## src/rtl/uart_rx.sv

```systemverilog
// UART receiver: 2-flop input synchronizer, oversampled start/data/stop
// detection driven by an external baud tick, and a one-cycle completion
// pulse with a stop-bit framing error flag.
module uart_rx #(
  parameter int D_W    = 8,
  parameter int B_TICK = 16
) (
  input  logic           clk,
  input  logic           rst,
  input  logic           baud_clk,
  input  logic           rx_data,
  output logic [D_W-1:0] output_data,
  output logic           rx_done,
  output logic           frame_err,
  output logic           rx_busy
);

  localparam int TW = (B_TICK > 1) ? $clog2(B_TICK) : 1;
  localparam int BW = (D_W > 1) ? $clog2(D_W) : 1;

  localparam logic [TW-1:0] TICK_HALF = TW'(B_TICK / 2 - 1);
  localparam logic [TW-1:0] TICK_LAST = TW'(B_TICK - 1);
  localparam logic [BW-1:0] BIT_LAST  = BW'(D_W - 1);

  typedef enum logic [1:0] {IDLE, START, DATA, STOP} state_t;

  state_t         state_q, state_d;
  logic           sync1_q, sync1_d;
  logic           rx_s_q, rx_s_d;       // synchronized serial line
  logic           init_q, init_d;       // first cycle after reset release has passed
  logic           arm_q, arm_d;         // line seen high in IDLE; a low now is a real start edge
  logic [TW-1:0]  tick_q, tick_d;
  logic [BW-1:0]  bit_q, bit_d;
  logic [D_W-1:0] shift_q, shift_d;
  logic [D_W-1:0] data_q, data_d;
  logic           done_q, done_d;
  logic           ferr_q, ferr_d;

  assign output_data = data_q;
  assign rx_done     = done_q;
  assign frame_err   = ferr_q;
  assign rx_busy     = (state_q != IDLE);

  // Next-state logic for the synchronizer, receive FSM, counters and outputs.
  always_comb begin
    sync1_d = rx_data;
    rx_s_d  = sync1_q;
    init_d  = 1'b1;
    state_d = state_q;
    arm_d   = arm_q;
    tick_d  = tick_q;
    bit_d   = bit_q;
    shift_d = shift_q;
    data_d  = data_q;
    done_d  = 1'b0;
    ferr_d  = 1'b0;

    case (state_q)
      IDLE: begin
        // Arm only once both synchronizer stages show a real high line, so the
        // reset value of the synchronizer or a line held low never looks like an edge.
        if (init_q && rx_s_q && sync1_q) begin
          arm_d = 1'b1;
        end
        if (arm_q && !rx_s_q) begin
          state_d = START;
          tick_d  = '0;
          arm_d   = 1'b0;
        end
      end
      START: begin
        if (baud_clk) begin
          if (tick_q == TICK_HALF) begin
            if (!rx_s_q) begin
              state_d = DATA;
              tick_d  = '0;
              bit_d   = '0;
            end else begin
              state_d = IDLE;
            end
          end else begin
            tick_d = tick_q + TW'(1);
          end
        end
      end
      DATA: begin
        if (baud_clk) begin
          if (tick_q == TICK_LAST) begin
            tick_d  = '0;
            shift_d = {rx_s_q, shift_q[D_W-1:1]};
            if (bit_q == BIT_LAST) begin
              state_d = STOP;
            end else begin
              bit_d = bit_q + BW'(1);
            end
          end else begin
            tick_d = tick_q + TW'(1);
          end
        end
      end
      STOP: begin
        if (baud_clk) begin
          if (tick_q == TICK_LAST) begin
            state_d = IDLE;
            tick_d  = '0;
            data_d  = shift_q;
            done_d  = 1'b1;
            ferr_d  = !rx_s_q;
          end else begin
            tick_d = tick_q + TW'(1);
          end
        end
      end
      default: state_d = IDLE;
    endcase
  end

  // State register; asynchronous reset aborts any frame in progress.
  always_ff @(posedge clk or negedge rst) begin
    if (!rst) begin
      state_q <= IDLE;
      sync1_q <= 1'b1;
      rx_s_q  <= 1'b1;
      init_q  <= 1'b0;
      arm_q   <= 1'b0;
      tick_q  <= '0;
      bit_q   <= '0;
      shift_q <= '0;
      data_q  <= '0;
      done_q  <= 1'b0;
      ferr_q  <= 1'b0;
    end else begin
      state_q <= state_d;
      sync1_q <= sync1_d;
      rx_s_q  <= rx_s_d;
      init_q  <= init_d;
      arm_q   <= arm_d;
      tick_q  <= tick_d;
      bit_q   <= bit_d;
      shift_q <= shift_d;
      data_q  <= data_d;
      done_q  <= done_d;
      ferr_q  <= ferr_d;
    end
  end

endmodule
```

## config.mk

```make
export PLATFORM = sky130hd
export DESIGN_NAME = uart_rx
export DESIGN_NICKNAME = d
export VERILOG_FILES = /design/src/rtl/uart_rx.sv
export SDC_FILE = /design/constraint.sdc
export NUM_CORES = 1
export LEC_CHECK = 0
export BUFFER_PORTS_ARGS = -buffer_cell sky130_fd_sc_hd__buf_2
export CORE_UTILIZATION = 35
export CTS_CLUSTER_SIZE = 14
export DETAILED_ROUTE_END_ITERATION = 8
export SETUP_SLACK_MARGIN = 0.15
export SYNTH_ARGS = -nofsm -noshare
export SYNTH_HDL_FRONTEND = slang
export SYNTH_SLANG_ARGS = --single-unit
```

## constraint.sdc

```tcl
create_clock -name clk -period 1.6 [get_ports clk]
set_input_delay 0.16 -clock clk [delete_from_list [all_inputs] [get_ports clk]]
set_output_delay 0.16 -clock clk [all_outputs]
set_load 0.01 [all_outputs]
```

==> impl_results.md <==
- WL met3: 76 um
- Final Core Density: 52.4%
- Vias: 910
- Post-Syn Area: 0.00132 mm^2
- Max_cap viols: 0
- Initial antenna violation count: 0
- Number of remaining DRC errors: 0
- Avg Cell Area, Syn: 13.8 um^2
- I/O Buffers: 14
- Fin crit share: 101%
- Min Tclk post-route: 1.62 ns
- Largest net degree at the start of global routing: 32
- Die X: 63.4 um
- CP required: 1.76 ns
- Met2 routed WL: 1180 um
- Starting Density: 38.1%
- Die area: 0.00402 mm^2
- Core Area: 0.00347 mm^2
- Worst slew pin tran: 0.683 ns
- Final Skew: 0.00141 ns
- Hold crit path type: primary input to flip-flop
- Yosys reg bits: 31
- CTS tree: yes
- Hold depth: 3
- Final WL: 2520 um
- Vias in the first global route: 913
- Nets: 144
- Top Layer Used: met4
- H-tree levels: 2
- Synth Area in Simple Gates: 11.0%
- Failing checks: setup timing
- Dpl ws: -0.0420 ns
- Leakage power: 0.891 nW
- Sequential area share after synthesis: 59.0%
- I/O pins: 15
- Final Setup Violations: 3
- DR pass1 iterations: 4
- Power per cell area: 1100 mW/mm^2
- Clk sinks: 31
- Routed WL per cell: 13.8 um
- Die height: 63.4 um
- FF/Latch Area: 778 um^2
- Commonest non-fill, non-tap cell in the layout: dfrtp_1
- Site Rows: 21
- Clk buf depth: 2
- Post-DP HPWL: 1630 um
- Prevailing post-synth register cell: dfrtp_1
- Complex-gate fraction of the synthesized area: 8.15%
- Ranking of synthesized cells by area: dfrtp_1 55%, mux2_2 16%, dfstp_2 4.0%, ha_1 2.8%, a22o_1 2.0%
- Clock latency on the worst-skew pair: 0.28 ns
- Share of the synthesized area in the top cell type: 55.0%
- Min-delay src: baud_clk
- Slew Limit Fails: 0
- Most frequent cells in the layout: 29 x dfrtp_1, 15 x buf_4, 14 x buf_2, 11 x mux2_4, 8 x mux2_2
- Setup crit start kind: flip-flop
- Post-route worst setup slack: -0.0231 ns
- Xor and xnor area share after synthesis: 0%
- Peak VDD IR: 0.458 mV
- Clk root buf: clkbuf_8
- CP Class: flip-flop to flip-flop
- Post-synth top area cell: dfrtp_1
- R2R Setup Slk: -0.02 ns
- Clock transition at path regs: 0.06 ns
- First-pass GRT wire length: 4240 um
- Post-Layout Cell Count: 183
- Status: finished, violations left
- Crit path arrival time: 1.79 ns
- GRT Resource Usage Total: 14.1%
- # diodes: 0
- Grt ovf: 0
- Syn Inst Count: 96
- Critical Path Start: tick_q[0]
- Final hold vios: 0
- Post-route ant nets: 0
- Hold Slack: 0.205 ns
- CTS buffer count: 5
- Max Freq: 616 MHz
- Number of synthesized flops with an enable pin: 0
- YS warnings: 0
- Async SR Flop Fraction: 100%
- CP endpoint kind: flip-flop
- Critical Path Fanout Max: 4
- DR iter-0 viols: 17
- Share of cells above drive strength 1: 54.7%
- Placed Cells: 168
- R2R depth: 5
- GP Congestion: 0.825
- Synth cell types: 32
- RSZ-0062 raised after global routing: yes
- M1 WL: 1190 um
- Fillers: 309
- Slew margin rel.: 54.5%
- Adder-cell share of the synthesized area: 2.84%
- Largest family of logic cells by synthesized area: multiplexers
- Reg2reg start: tick_q[0]
- Post-synthesis mux area share: 16.2%
- DR vias/cell: 4.97
- Area of the multi-input gates: 601 um^2
- P&R area growth vs syn: 37.7%
- Post-Syn Nets: 103
## critical path, cell delays in order, from the launching register on
cell and delay, ns:
dfrtp_1 0.39, ha_4 0.18, nand3b_1 0.10, or3b_1 0.41, a2bb2oi_2 0.17, mux2_4 0.26
## state kept, by name, summed over array words and instances (netlist names), named ones only
| signal | cells |
|---|---|
| state_q | 1 |
| arm_q | 1 |
| rx_s_q | 1 |
| tick_q | 4 |
| rx_done | 1 |
| shift_q | 8 |
| frame_err | 1 |
| bit_q | 3 |
| init_q | 1 |
| rx_s_d | 1 |
| output_data | 8 |
## metal layers
metal  vias to the layer above  global-route usage (%)
met4                         0                    10.2
met2                        21                    20.3
met1                       452                    18.2
met5                         -                       0
li1                        430                       -
met3                         7                    3.80
## layout make-up
cell class / count / area share, %
sequential: 31 / 42.8
multi-input combinational: 60 / 33.0
timing repair buffer: 36 / 14.7
clock buffer: 6 / 3.99
tap: 46 / 3.17
clock inverter: 1 / 1.65
inverter: 3 / 0.619
## power by group
| part | switching [mW] | internal [mW] | total (mW) |
|---|---|---|---|
| sequential | 0.0906 | 0.873 | 0.963 |
| combinational | 0.118 | 0.204 | 0.322 |
| clock | 0.267 | 0.455 | 0.722 |
## synthesized netlist by cell type (3+ instances only)
master	count
o21ai_0	3
a22o_1	3
ha_1	3
dfrtp_1	29
nor2_1	4
inv_1	3
mux2_2	19
## worst paths after layout
path | endpoint
min in group asynchronous | bit_q[1]
worst min-delay path | tick_q[2]
max in group asynchronous | output_data[5]
worst max-delay path | bit_q[0]
worst min register to register | rx_s_q
worst max register to register | bit_q[0]
## repair_timing
action / in CTS / in global routing
resized for setup: 9 / 11
endpoints found under the hold margin: 30 / 0
endpoints found under the setup margin: 24 / 25
pin swaps: 1 / 4
buffers inserted: 3 / 3
hold buffers: 2 / 0
## kinds of logic after synthesis
kind of cell    count (synthesis)
mux                            19
flops                          31
fa+ha+maj                       3
other cells                     1
simple gates                   23
compound gates                 14
buf+inv                         5
## through the flow
| step | area, um^2 | TNS (ns) | power [mW] |
|---|---|---|---|
| 2_1_floorplan | 1340 | -0.571 | 1.11 |
| 3_3_place_gp | 1560 | -0.0298 | 1.22 |
| 3_5_place_dp | 1560 | -0.384 | 1.24 |
| 4_1_cts | 1740 | -0.301 | 1.99 |
| 5_1_grt | 1820 | -0.948 | 2.11 |
| 6_report | 1820 | -0.0317 | 2.01 |
No activity file was read; power rests on OpenSTA's default activity.
